===== config.mk =====
export PLATFORM = sky130hd
export DESIGN_NAME = alu_arbiter
export DESIGN_NICKNAME = d
export VERILOG_FILES = /design/src/rtl/alu_arbiter_pkg.sv /design/src/rtl/alu_arbiter_ctx.sv /design/src/rtl/alu_arbiter.sv
export SDC_FILE = /design/constraint.sdc
export NUM_CORES = 1
export LEC_CHECK = 0
export ABC_AREA = 1
export CORE_ASPECT_RATIO = 0.8
export CORE_MARGIN = 4
export CORE_UTILIZATION = 27
export CTS_CLUSTER_SIZE = 30
export DETAILED_ROUTE_END_ITERATION = 8
export HOLD_SLACK_MARGIN = 0.15
export PLACE_DENSITY_LB_ADDON = 0.25
export SYNTH_ARGS = -nofsm -noshare
export SYNTH_HDL_FRONTEND = slang
export SYNTH_HIERARCHICAL = 1
export SYNTH_SLANG_ARGS = --single-unit

===== constraint.sdc =====
create_clock -name clk -period 1.3 [get_ports clk]
set_input_delay 0.26 -clock clk [delete_from_list [all_inputs] [get_ports clk]]
set_output_delay 0.26 -clock clk [all_outputs]
set_load 0.05 [all_outputs]

===== src/rtl/alu_arbiter_pkg.sv =====
// Shared types for the two-requester ALU arbiter: opcode encodings, widths and
// the per-requester issue bundle.
package alu_arbiter_pkg;

    localparam int DSIZE  = 16;
    localparam int IMMW   = 4;
    localparam int NREQ   = 2;
    localparam int FLAG_W = 3;

    typedef enum logic [2:0] {
        OP_ADD = 3'd0,
        OP_SUB = 3'd1,
        OP_AND = 3'd2,
        OP_OR  = 3'd3,
        OP_XOR = 3'd4,
        OP_SLL = 3'd5,
        OP_SRL = 3'd6,
        OP_RL  = 3'd7
    } alu_op_e;

    typedef struct packed {
        alu_op_e          op;
        logic [DSIZE-1:0] a;
        logic [DSIZE-1:0] b;
        logic [IMMW-1:0]  imm;
        logic             flag_en;
    } alu_req_t;

endpackage


===== src/rtl/alu_arbiter_ctx.sv =====
// Private {n,v,z} flag context for one requester, plus the lastFlag value the
// ALU should see if this requester wins the current cycle.
module alu_arbiter_ctx
    import alu_arbiter_pkg::*;
#(
    parameter bit ID = 1'b0
) (
    input  logic              clk,
    input  logic              rst_n,
    input  logic              clr,
    input  logic              resp_valid,
    input  logic              resp_id,
    input  logic [FLAG_W-1:0] alu_flag,
    output logic [FLAG_W-1:0] flag,
    output logic [FLAG_W-1:0] last_flag
);

    logic hit;
    assign hit = resp_valid && (resp_id == ID);

    always_ff @(posedge clk) begin
        if (!rst_n)
            flag <= '0;
        else if (clr)
            flag <= '0;
        else if (hit)
            flag <= alu_flag;
    end

    // A clear this cycle beats the in-flight result, which beats the stored context.
    always_comb begin
        last_flag = flag;
        if (clr)
            last_flag = '0;
        else if (hit)
            last_flag = alu_flag;
    end

endmodule


===== src/rtl/alu_arbiter.sv =====
// Round-robin sharing of one registered ALU between the execute stage (req0)
// and the address/loop unit (req1), with per-requester flag contexts.
module alu_arbiter
    import alu_arbiter_pkg::*;
(
    input  logic              clk,
    input  logic              rst_n,
    input  logic              req0_valid,
    output logic              req0_ready,
    input  logic [2:0]        req0_op,
    input  logic [DSIZE-1:0]  req0_a,
    input  logic [DSIZE-1:0]  req0_b,
    input  logic [IMMW-1:0]   req0_imm,
    input  logic              req0_flag_en,
    output logic [FLAG_W-1:0] req0_flag,
    input  logic              req0_flag_clr,
    input  logic              req1_valid,
    output logic              req1_ready,
    input  logic [2:0]        req1_op,
    input  logic [DSIZE-1:0]  req1_a,
    input  logic [DSIZE-1:0]  req1_b,
    input  logic [IMMW-1:0]   req1_imm,
    input  logic              req1_flag_en,
    output logic [FLAG_W-1:0] req1_flag,
    input  logic              req1_flag_clr,
    output logic [DSIZE-1:0]  alu_a,
    output logic [DSIZE-1:0]  alu_b,
    output logic [2:0]        alu_op,
    output logic [IMMW-1:0]   alu_imm,
    output logic              alu_flag_en,
    output logic [FLAG_W-1:0] alu_last_flag,
    input  logic [DSIZE-1:0]  alu_out,
    input  logic [FLAG_W-1:0] alu_flag,
    output logic              resp_valid,
    output logic              resp_id,
    output logic [DSIZE-1:0]  resp_data,
    output logic [FLAG_W-1:0] resp_flag
);

    alu_req_t [NREQ-1:0]              req;
    logic     [NREQ-1:0]              valid;
    logic     [NREQ-1:0]              clr;
    logic     [NREQ-1:0][FLAG_W-1:0]  ctx_flag;
    logic     [NREQ-1:0][FLAG_W-1:0]  fwd_flag;
    logic                             rr_ptr;
    logic                             win;
    logic                             issue;

    assign req[0] = '{op: alu_op_e'(req0_op), a: req0_a, b: req0_b,
                      imm: req0_imm, flag_en: req0_flag_en};
    assign req[1] = '{op: alu_op_e'(req1_op), a: req1_a, b: req1_b,
                      imm: req1_imm, flag_en: req1_flag_en};
    assign valid  = {req1_valid, req0_valid};
    assign clr    = {req1_flag_clr, req0_flag_clr};

    // rr_ptr names the side that wins a tie; a lone requester always wins.
    assign win        = valid[1] && (!valid[0] || rr_ptr);
    assign issue      = rst_n && (|valid);
    assign req0_ready = issue && !win;
    assign req1_ready = issue && win;

    always_comb begin
        alu_op        = OP_AND;
        alu_a         = '0;
        alu_b         = '0;
        alu_imm       = '0;
        alu_flag_en   = 1'b0;
        alu_last_flag = '0;
        if (issue) begin
            alu_op        = req[win].op;
            alu_a         = req[win].a;
            alu_b         = req[win].b;
            alu_imm       = req[win].imm;
            alu_flag_en   = req[win].flag_en;
            alu_last_flag = fwd_flag[win];
        end
    end

    always_ff @(posedge clk) begin
        if (!rst_n) begin
            rr_ptr     <= 1'b0;
            resp_valid <= 1'b0;
            resp_id    <= 1'b0;
        end else begin
            resp_valid <= issue;
            if (issue) begin
                rr_ptr  <= ~win;
                resp_id <= win;
            end
        end
    end

    assign resp_data = alu_out;
    assign resp_flag = alu_flag;

    for (genvar i = 0; i < NREQ; i++) begin : g_ctx
        alu_arbiter_ctx #(.ID(i == 1)) u_ctx (
            .clk        (clk),
            .rst_n      (rst_n),
            .clr        (clr[i]),
            .resp_valid (resp_valid),
            .resp_id    (resp_id),
            .alu_flag   (alu_flag),
            .flag       (ctx_flag[i]),
            .last_flag  (fwd_flag[i])
        );
    end

    assign req0_flag = ctx_flag[0];
    assign req1_flag = ctx_flag[1];

endmodule


==> summary by stage <==
Outcome
The run finished, with violations left. The checks that failed: negative setup slack.

STA
Setup slack on the critical path of the routed design comes to -0.304 ns. The smallest clock period supported by the final layout is computed as 1.60 ns. Dividing the final minimum period by the clock period gives 1.23. Setup repair after global routing could not meet its margin everywhere. The count of final max-slew check failures was 0. For this run, the top clock speed supported by timing is 623 MHz.

The number of endpoints failing setup at the final stage is 45. Clock skew on the completed layout was measured at 0.00234 ns. Measured against its own limit, the worst slew margin works out to 0.835.

The hold violation total from the final report is 0. The slew at the pin closest to its max-slew limit is 0.248 ns.

Critical path
On the critical path, the stage with the largest delay is an instance of dfxtp_2. At the worst endpoint, the required time is roughly 1.0 ns. The worst setup path is captured at an output pin.

The category of the critical setup timing path is reg2out. The critical path goes through inv_2 > nand2_8 > nand2_8 > buf_6 > nand3_2 > nand2_4 > buf_12. The nature of the critical path startpoint is a flip-flop. For the worst setup path, the data arrival time is 1.34 ns. The largest single stage delay on the critical path is 0.32 ns.

The maximum fanout count along the critical path is 7. The number of buffers and inverters on the critical path is 3. The cell repeated most along the worst path is nand2_8. The critical path's top delay family is simple AND/OR/NAND/NOR gates.

Global routing
The initial antenna violation count was 0. For this run, the total global-route usage over all layers was measured as 0.199. The leftover overflow at the end of global routing is 0. The first global-routing pass estimated 10.9 mm of wire.

Entering global routing, the biggest net connects 29 pins. The via count of the first global-routing pass was around 2,300.

CTS
After clock tree synthesis, the clock-pin slew on the worst setup and hold paths is approximately 0.050 ns. In this run, post-CTS hold repair placed 0 buffers. The clock net in this run drives a total of 9 sinks. In this run the number of H-tree levels came out at 1. The CTS tree is yes. The largest buffer count on any clock path is 2.

The source-to-sink clock delay at the later pin of the worst-skew pair is about 0.23 ns. The clock buffer count from CTS is 3. The cell at the root of the clock tree is clkbuf_8.

Synthesis
The cell area that synthesis handed to floorplanning was 1500 um^2. Yosys printed 6 warnings. The dominant cell type by area after synthesis is nand4_1. The most instantiated flip-flop cell in the synthesis netlist is dfxtp_1. The number of enable-type register cells in the synthesized netlist is 0. The synthesis-stage register bit count is 9. The mean post-synth cell area is 6.26 um^2.

The count of cell types in the netlist is 22. The sequential share of the synthesized area is 0.120. The synthesized netlist net count is 345. The async set-reset flop share out of synthesis is 0.

Of the post-synthesis cell area, the dominant cell type holds 0.175. The instance count of the mapped netlist is 240. After synthesis, the cell types taking the most area are nand4_1 18%, nand3_1 14%, nand2_1 12%, dfxtp_1 12%, buf_4 12%.

Die
The die outline area is 6830 um^2. In this run the standard cell core region covers around 5200 um^2. The number of placement rows is 23.

The die is 74.7 um tall. For this configuration, the core starts out at a cell density of 0.290. The die width is 91.4 um. about 180 I/O pins were placed.

Cells and area
The layout net count is 488. The library cell used most frequently in the layout, excluding fill and tap cells, is clkdlybuf4s50_1. The fraction of layout instances using a drive strength above 1 is 0.563. The count of cells in the finished layout, fillers not included, comes to 444.

The antenna diode count is 0. In the layout the commonest cells are 82 x clkdlybuf4s50_1, 60 x buf_12, 42 x nand4_1. The area growth from synthesis to layout is 179%.

Pwr
The share of total power dissipated in the clock network is 0.134. IR analysis of the VDD net gives a maximum drop of approximately 540 uV. Cell internal power was estimated by the tool at approximately 1.4 mW. The share of total power dissipated in sequential elements is 0.122.

Of the total power, combinational logic draws 0.744. For this design the static power due to leakage is ~1.8 nW. For this design the ratio of total power to cell area is 589 nW/um^2.

The switching power share of the total is 0.425. The analysis attributes to net switching a power of approximately 1.0 mW.

Worst hold path
The type of the worst min-delay path is in2reg.

Place
The HPWL after detailed placement is approximately 5.6 mm. Prior to clock tree synthesis, the placed netlist has a worst setup slack of -0.619 ns. The total instance count after detailed placement is 433. The weighted congestion reported at the end of routability-driven placement is roughly 0.8.

The number of buffer cells added on primary ports is 144.

Flow run
The tool flagged a number of max-cap violations equal to 0.

Drt
The detail-routed net length per standard cell is 17.1 um. In this run the remaining antenna-violating nets after routing total 0. The total number of vias is 2,240. For this block, the routed nets add up to 7.58 mm of wire.

The DRC violation count after routing is 0. Before antenna repair, the detailed router went through 4 iterations. The number of DRC markers in iteration 0 is 61.

After detailed routing, the number of vias per cell comes to 5.05.
-- synthesized netlist by cell type, types with 2 or more instances --
library cell / instances
nand2_1: 49
nand3_1: 43
nand4_1: 42
buf_4: 24
nand3_2: 14
inv_1: 11
dfxtp_1: 9
buf_2: 6
clkbuf_1: 6
clkinvlp_2: 6
nor2_2: 6
buf_6: 5
inv_2: 5
clkinv_1: 3
nand2_2: 2
nand2_4: 2
o21ai_0: 2
-- state kept, by name (all words and copies together) (netlist names) --
signal,flops
resp_id,1
resp_valid,1
g_ctx.u_ctx/flag,6
rr_ptr,1
-- area by class of cell --
type                            count  area, um^2
Tap cell                           62        77.6
Sequential cell                     9         206
Fill cell                         317         991
Clock buffer                        4        45.0
Inverter                           25         101
Timing Repair Buffer              178        2410
Multi-Input combinational cell    166        1350
-- worst paths after layout --
| path | startpoint | to | slack, ns | cells past startpoint |
|---|---|---|---|---|
| max | rr_ptr | alu_last_flag[1] | -0.30 | 7 |
| min reg2reg | rr_ptr | rr_ptr | 0.56 | 2 |
| min | rst_n | g_ctx[1].u_ctx/flag[1] | 0.48 | 3 |
| max reg2reg | rr_ptr | resp_id | 0.33 | 5 |
-- metal layers --
metal	up-vias	part of all wire	GRT usage
met3	10	0.080	0.0529
li1	1090	-	-
met1	1032	0.39	0.241
met4	0	0.014	0.0535
met2	108	0.52	0.356
met5	-	0	0
-- power by group through the flow --
| stage | sequential [mW] | combinational, mW | clock (mW) |
|---|---|---|---|
| 2_1_floorplan | 0.333 | 0.886 | 0 |
| 3_3_place_gp | 0.304 | 1.67 | 0 |
| 3_5_place_dp | 0.305 | 1.68 | 0 |
| 4_1_cts | 0.301 | 1.77 | 0.336 |
| 5_1_grt | 0.304 | 1.91 | 0.370 |
| 6_report | 0.302 | 1.83 | 0.330 |
-- what timing repair did --
action,CTS,global route
gates resized for setup,46,20
gates cloned,2,3
pin swaps,17,12
endpoints found under the hold margin,0,0
setup buffers,2,0
endpoints found under the setup margin,47,45
-- worst register-to-register path: cells and delay by family (launching register included) --
family	cells	cell delay [ns]
flops	1	0.33
buf+inv	2	0.23
simple gates	2	0.20
compound gates	1	0.13
-- kinds of logic after synthesis --
group,share of synthesized area
buffers and inverters,0.260
DFF,0.120
and+or+nand+nor,0.610
AOI/OAI and AO/OA,0.0100
-- stage by stage --
step | instance area (um^2) | util | hold slack (ns) | total power, mW | setup TNS (ns)
4_1_cts | 4020 | 0.777 | 0.477 | 2.41 | -11.95
5_1_grt | 4190 | 0.809 | 0.489 | 2.58 | -14.89
6_report | 4190 | 0.809 | 0.484 | 2.47 | -12.03
3_3_place_gp | 3760 | 0.727 | 0.519 | 1.97 | -25.27
2_1_floorplan | 1730 | - | 0.432 | 1.22 | -0.516
3_5_place_dp | 3760 | 0.727 | 0.520 | 1.99 | -26.73
Note: power is estimated with default switching activity, not from simulation.
